--- config.mk ---
export PLATFORM = sky130hd
export DESIGN_NAME = vga_scanout
export DESIGN_NICKNAME = d
export VERILOG_FILES = /design/src/rtl/vga_scanout.sv
export SDC_FILE = /design/constraint.sdc
export NUM_CORES = 1
export LEC_CHECK = 0
export CELL_PAD_IN_SITES_DETAIL_PLACEMENT = 1
export CELL_PAD_IN_SITES_GLOBAL_PLACEMENT = 1
export CORE_MARGIN = 5
export CORE_UTILIZATION = 35
export CTS_BUF_LIST = sky130_fd_sc_hd__clkbuf_2
export CTS_CLUSTER_SIZE = 24
export DETAILED_ROUTE_END_ITERATION = 6
export DONT_BUFFER_PORTS = 1
export MAX_ROUTING_LAYER = met4
export PLACE_DENSITY = 0.61
export SLEW_MARGIN = 20
export SYNTH_ARGS = -nofsm -noshare
export SYNTH_HDL_FRONTEND = slang
export SYNTH_SLANG_ARGS = --single-unit
--- constraint.sdc ---
create_clock -name clk -period 1.9 [get_ports clk]
set_input_delay 0.38 -clock clk [delete_from_list [all_inputs] [get_ports clk]]
set_output_delay 0.38 -clock clk [all_outputs]
set_load 0.01 [all_outputs]
--- src/rtl/vga_scanout.sv ---
// VGA raster scanout: 640x480@60 timing, 1-bit pixel fetch from frame_buffer,
// and buffer-swap requests deferred to the start of vertical blanking.
module vga_scanout #(
  parameter int unsigned H_VISIBLE = 640,
  parameter int unsigned H_FRONT   = 16,
  parameter int unsigned H_SYNC    = 96,
  parameter int unsigned H_BACK    = 48,
  parameter int unsigned V_VISIBLE = 480,
  parameter int unsigned V_FRONT   = 10,
  parameter int unsigned V_SYNC    = 2,
  parameter int unsigned V_BACK    = 33
) (
  input  logic        clk,
  input  logic        rst_n,
  output logic [18:0] read_addr,
  input  logic        read_data,
  input  logic        swap_request,
  output logic        swap,
  output logic        swap_done,
  output logic        frame_start,
  output logic        vga_hsync,
  output logic        vga_vsync,
  output logic        vga_de,
  output logic        vga_pixel
);

  localparam int unsigned CW        = 10;
  localparam int unsigned AW        = 19;
  localparam int unsigned H_TOTAL   = H_VISIBLE + H_FRONT + H_SYNC + H_BACK;
  localparam int unsigned V_TOTAL   = V_VISIBLE + V_FRONT + V_SYNC + V_BACK;
  localparam int unsigned HS_FIRST  = H_VISIBLE + H_FRONT;
  localparam int unsigned HS_LAST   = HS_FIRST + H_SYNC - 1;
  localparam int unsigned VS_FIRST  = V_VISIBLE + V_FRONT;
  localparam int unsigned VS_LAST   = VS_FIRST + V_SYNC - 1;
  localparam int unsigned ADDR_LAST = H_VISIBLE * V_VISIBLE - 1;

  typedef enum logic {IDLE, PENDING} state_t;

  state_t          state_q, state_d;
  logic [CW-1:0]   h_cnt_q, h_cnt_d;
  logic [CW-1:0]   v_cnt_q, v_cnt_d;
  logic [AW-1:0]   addr_q, addr_d;
  logic            hsync_q, hsync_d;
  logic            vsync_q, vsync_d;
  logic            de_q, de_d;
  logic            fs_q, fs_d;
  logic            swap_q, swap_d;

  logic h_last, v_last, visible, vblank_start;

  assign h_last       = (h_cnt_q == CW'(H_TOTAL - 1));
  assign v_last       = (v_cnt_q == CW'(V_TOTAL - 1));
  assign visible      = (h_cnt_q < CW'(H_VISIBLE)) && (v_cnt_q < CW'(V_VISIBLE));
  assign vblank_start = (h_cnt_q == '0) && (v_cnt_q == CW'(V_VISIBLE));

  // Raster counters, running fetch address and registered timing outputs
  always_comb begin
    h_cnt_d = h_cnt_q + CW'(1);
    v_cnt_d = v_cnt_q;
    addr_d  = addr_q;
    if (h_last) begin
      h_cnt_d = '0;
      v_cnt_d = v_last ? '0 : v_cnt_q + CW'(1);
    end
    // Address saturates on the last visible pixel so it stays in range through vblank
    if (h_last && v_last) begin
      addr_d = '0;
    end else if (visible && (addr_q != AW'(ADDR_LAST))) begin
      addr_d = addr_q + AW'(1);
    end
    hsync_d = !((h_cnt_q >= CW'(HS_FIRST)) && (h_cnt_q <= CW'(HS_LAST)));
    vsync_d = !((v_cnt_q >= CW'(VS_FIRST)) && (v_cnt_q <= CW'(VS_LAST)));
    de_d    = visible;
    fs_d    = (h_cnt_q == '0) && (v_cnt_q == '0);
  end

  // Swap FSM: a request is only honoured on the first blanking line
  always_comb begin
    state_d = state_q;
    swap_d  = 1'b0;
    case (state_q)
      IDLE: begin
        if (swap_request) begin
          if (vblank_start) swap_d = 1'b1;
          else              state_d = PENDING;
        end
      end
      PENDING: begin
        if (!swap_request) begin
          state_d = IDLE;
        end else if (vblank_start) begin
          swap_d  = 1'b1;
          state_d = IDLE;
        end
      end
      default: state_d = IDLE;
    endcase
  end

  always_ff @(posedge clk) begin
    if (!rst_n) begin
      state_q <= IDLE;
      h_cnt_q <= '0;
      v_cnt_q <= '0;
      addr_q  <= '0;
      hsync_q <= 1'b1;
      vsync_q <= 1'b1;
      de_q    <= 1'b0;
      fs_q    <= 1'b0;
      swap_q  <= 1'b0;
    end else begin
      state_q <= state_d;
      h_cnt_q <= h_cnt_d;
      v_cnt_q <= v_cnt_d;
      addr_q  <= addr_d;
      hsync_q <= hsync_d;
      vsync_q <= vsync_d;
      de_q    <= de_d;
      fs_q    <= fs_d;
      swap_q  <= swap_d;
    end
  end

  assign read_addr   = addr_q;
  assign vga_hsync   = hsync_q;
  assign vga_vsync   = vsync_q;
  assign vga_de      = de_q;
  assign frame_start = fs_q;
  assign swap        = swap_q;
  assign swap_done   = swap_q;
  // read_data returns one clock after read_addr, matching the registered de
  assign vga_pixel   = de_q & read_data;

endmodule

# After elaboration in Yosys (flattened, before gate mapping)
# Cells that the tools add are included.
[totals]
inputBits = 4
output_inout_bits = 26
reg_bits = 44
[op_classes]
n_addsub = 3
n_lt_le_gt_ge = 6
bitwise_logic = 2
reduce_logical = 14
n_eq_ne = 4
n_mux = 2
[op_table]
columns = ["cell", "n"]
rows = [
  ["adder 10 x 1 -> 10 bit (second input constant)", 2],
  ["== test 10 bit (second input constant)", 2],
  ["zero test 10 bit", 2],
  ["adder 19 x 1 -> 19 bit (second input constant)", 1],
  ["inequality test 19 bit (second input constant)", 1],
  ["== test 10 x 9 -> 1 bit (second input constant)", 1],
  [">= comparator 10 bit (second input constant)", 1],
  [">= comparator 10 x 9 -> 1 bit (second input constant)", 1],
  ["less-or-equal comparator 10 bit (second input constant)", 1],
  ["less-or-equal comparator 10 x 9 -> 1 bit (second input constant)", 1],
  ["< comparator 10 bit (second input constant)", 1],
  ["< comparator 10 x 9 -> 1 bit (second input constant)", 1],
  ["2-to-1 mux 10 bit", 1],
  ["logical AND 1 bit", 7],
  ["OR reduction 2 bit", 2],
  ["zero test 1 bit", 2],
  ["AND reduction 2 bit", 1],
  ["AND 1 bit", 1],
  ["2-to-1 mux 1 bit", 1],
  ["NOT 1 bit", 1],
]

# Longest topological paths before layout
[depth]
word_depth = 3
mapped_depth = 9
depth_no_buf = 6

# Worst setup path after synthesis
# No wires, ideal clock.
[synth_timing]
path_kind = "flip-flop to flip-flop"
startpoint = "register addr_q[0], in the netlist read_addr[0]"
endpoint = "register addr_q[11], in the netlist read_addr[11]"
required_ps = 1834
path_buffers = 0
stages_incl_launch_ff = 7
setup_slack_ps = 139
arrival_time_ps = 1695
setup_ps = 66
period_less_slack_ps = 1761
path_cell_list = "dfxtp_1 -> ha_1 -> nand3_1 -> nor3_2 -> a21o_1 -> or4_4 -> a21oi_2"
[synth_between]
elab_chain_cells = 2
word_cells_on_any_way = 3
[synth_lines]
columns = ["element", "line_no", "text"]
rows = [
  ["from (decl)", "42", "logic [AW-1:0] addr_q, addr_d;"],
  ["from (signal assigned)", "115", "addr_q <= addr_d;"],
  ["parallel branches: the longest is 2 deep, another holds adder 19 x 1 -> 19 bit", "n/a", ""],
]
# Several ways; the timed one is not identified.
# A chain may end at the register's enable or synchronous reset.

# Worst setup path in the final report
[layout_timing]
startpoint = "register addr_q[6], in the netlist read_addr[6]"
endpoint = "register addr_q[14], in the netlist read_addr[14]"
# The elaborated chain is that of the path after synthesis.

==> out/summary.log <==
[power_and_ir_drop] Switching Share 0.2517
[critical_path] highest fanout seen on the critical path 5
[timing] Slew Viols, Final 0
[floorplan] effective utilization at floorplan 0.3578
[finish] fraction of layout instances using a drive strength above 1 0.1595
[drt] DRT Pass-1 Iters 4
[drt] detail-routed net length per standard cell 16.00 um
[timing] pin slew with the least headroom to its limit 468.3 ps
[finish] number of fill cells 728
[timing] post-route minimum period 1757 ps
[power_and_ir_drop] power share of the combinational group 0.046
[clock_tree] CTS tree yes
[timing] number of failing setup endpoints in the final timing report 0
[global_routing] antenna violations before repair 0
[drt] total vias in the final route 1783
[critical_path] Critical Path Source read_addr[6]
[timing] worst slew slack as a fraction of its limit 0.6834
[floorplan] # rows 28
[drt] number of DRC violations after detailed routing 0
[synth] most frequently used flop master after synthesis dfxtp_1
[clock_tree] count of clock tree sinks 44
[clock_tree] master cell of the clock root buffer clkbuf_2
[floorplan] number of ports placed on the die boundary 30
[synth] number of distinct library cells after synthesis 41
[finish] area of combinational cells with multiple inputs 1159 um^2
[floorplan] die span in y 87.57 um
[floorplan] die width 87.57 um
[synth] Gate Count Post-Synth 235
[status] outcome completed
[timing] final hold viol count 0
[global_routing] first-pass GRT wire length 9045 um
[critical_path] Worst setup SP type flop
[critical_path] beginning of the worst register-to-register path read_addr[6]
[finish] Layout area overhead 12.72%
[power_and_ir_drop] leak pwr 0.8683 nW
[synth] cell area after technology mapping 2106 um^2
[flow_run] number of max-capacitance violations reported 0
[synth] FF+latch count, synth 44
[synth] Warnings, synthesis 0
[finish] register cell area after layout 880.8 um^2
[placed_design] RePlAce Congestion 0.7907
[clock_tree] Skew-Pair Late Insertion Delay 400 ps
[synth] mean area per synthesized cell 8.961 um^2
[placed_design] number of instances in the placed design 325
[power_and_ir_drop] PwrDens 586.9 nW/um^2
[power_and_ir_drop] internal power summed over all cells 0.001042 W
[synth] nets in the synthesized netlist 244
[finish] count of non-filler cells in the finished layout 332
[critical_path] critical setup path kind reg -> reg
[timing] fraction of the cycle the final worst path needs 0.9246
[timing] Fin Setup TNS 0 ps
[critical_path] CP endpoint kind flop
[finish] final-stage net count 266
[synth] async set or reset register ratio after synthesis 0
[drt] Via density 5.370
[clock_tree] # H-tree levels 2
[critical_path] Req. time, crit path 2210 ps
[placed_design] Detail Placement HPWL 3920 um
[timing] unrepaired setup endpoints after global routing false
[placed_design] count of buffers from port buffering 0
[finish] diode count 0
[global_routing] gr usage total 0.1544
[synth] portion of the post-synthesis area used by sequential elements 0.4183
[clock_tree] clock input transition at the sequential cells of the worst setup and hold paths 230 ps
[power_and_ir_drop] Max rail drop VDD 0.2257 mV
[clock_tree] total clock buffers created by CTS 5
[power_and_ir_drop] share of total power in sequential cells 0.683
[drt] violation count after the first detailed-routing iteration 47
[global_routing] vias in the first global route 1829
[global_routing] global route overflow 0
[floorplan] die area 7668 um^2
[critical_path] arrival time of the worst setup path 2070 ps
[clock_tree] clk buf depth 2
[min_path] Min-Delay Path Class in -> reg
[timing] Max Fclk 0.5692 GHz
[drt] detailed-route wire length 5313 um
[global_routing] maximum number of pins on one net before global-route repair 29
[synth] number of synthesized flops with an enable pin 0
[power_and_ir_drop] clock power share 0.270
[min_path] hold wc startpoint swap_request
[floorplan] area of the core 5886 um^2
[timing] worst clock skew on the final layout 24.29 ps
[power_and_ir_drop] net switching power of the design 0.0003506 W
[drt] antenna-violating nets left 0
-- synth_stat cells (4+ instances only) --
library cell,count,share of area
a21oi_1,12,0.029
and2_1,6,0.018
and3_1,8,0.024
buf_6,4,0.021
dfxtp_1,44,0.42
ha_1,5,0.030
inv_1,4,0.0071
nand2_1,14,0.025
nand3_1,12,0.029
nand4_1,17,0.051
nor2_1,28,0.050
nor3_1,4,0.0095
nor4_1,5,0.015
o21ai_0,4,0.0095
or3_1,6,0.018
xnor2_1,12,0.050
xor2_1,13,0.054
-- worst max-delay path, cell delays in order, from the launching register on --
cell	delay, ps
dfxtp_1	390
nand4_1	310
or2_4	390
nor4_1	370
xnor2_1	160
nor2_1	50
-- through the flow --
step,utilization,power (W),worst slack [ps],instance area (um^2),hold WS (ps)
after floorplan,-,0.001013,139.4,2106,420.5
after global placement,0.3943,0.001033,177.9,2321,441.6
after detailed placement,0.3943,0.001036,112.4,2321,459.4
after CTS,0.3999,0.001422,115.1,2354,29.44
after global routing,0.4033,0.001460,21.52,2374,8.211
final,0.4033,0.001393,143.3,2374,78.27
-- logic make-up after synthesis --
| group | after synthesis | synth area share |
|---|---|---|
| AND/OR/NAND/NOR | 124 | 0.3387 |
| XOR/XNOR | 25 | 0.1040 |
| flip-flops | 44 | 0.4183 |
| AO/OA/AOI/OAI | 24 | 0.06834 |
| adder cells (fa/ha/maj) | 5 | 0.02971 |
| buffers and inverters | 13 | 0.04099 |
-- layer usage --
metal,wire (um),GRT usage,vias to the layer above,part of all wire
li1,-,-,884,-
met1,2611,0.1982,872,0.49
met4,36,0.03766,0,0.0068
met5,0,-,-,0
met3,232,0.03857,4,0.044
met2,2433,0.2438,23,0.46
-- registers in the layout, indices dropped and copies added (netlist names) --
name / count
vga_vsync: 1
h_cnt_q: 10
vga_de: 1
read_addr: 19
swap: 1
v_cnt_q: 10
frame_start: 1
vga_hsync: 1
-- placed cells by master, fill, tap and decap left out, types with 2 or more instances in the layout --
| cell | n |
|---|---|
| inv_1 | 4 |
| or4_1 | 3 |
| clkbuf_2 | 5 |
| nand4b_1 | 3 |
| clkinv_1 | 2 |
| nor4_1 | 4 |
| o21ai_0 | 4 |
| buf_4 | 23 |
| nand4_1 | 17 |
| nand2_1 | 14 |
| and3_1 | 8 |
| nand3_1 | 12 |
| and4_1 | 2 |
| dfxtp_1 | 44 |
| ha_1 | 5 |
| nor3_1 | 4 |
| xor2_1 | 13 |
| nor2_1 | 28 |
| and3b_1 | 2 |
| nor4b_1 | 3 |
| and2_1 | 6 |
| or3_1 | 6 |
| xnor2_1 | 12 |
| o31ai_1 | 3 |
| a21oi_1 | 12 |
-- power by group through the flow --
stage / Clock, W / Sequential (W) / Combinational (W)
final: 0.000377 / 0.000952 / 0.0000648
after detailed placement: 0 / 0.000969 / 0.0000667
after floorplan: 0 / 0.000973 / 0.0000401
after global placement: 0 / 0.000968 / 0.0000651
after CTS: 0.000403 / 0.000952 / 0.0000667
after global routing: 0.000430 / 0.000955 / 0.0000747
-- what timing repair did --
item                       4_1_cts  5_1_grt
setup endpoints to repair        0        4
buffers inserted                 0        0
resized for setup                0        4
hold buffers                     0        0
-- final timing paths --
kind | endpoint | slack, ps | depth (start not counted)
max | read_addr[14] | 140 | 5
min | swap | 80 | 2
max reg2reg | read_addr[14] | 140 | 5
min reg2reg | vga_vsync | 500 | 1
-- final cells by class --
class                   instances  share of cell area
well taps                      75             0.03954
clock inverters                 2            0.003163
repair buffers                 24             0.08118
clock buffers                   5             0.01054
multi-input cells             178              0.4881
inverters                       4            0.006326
flip-flops and latches         44              0.3711
No activity file was read; power rests on OpenSTA's default activity.
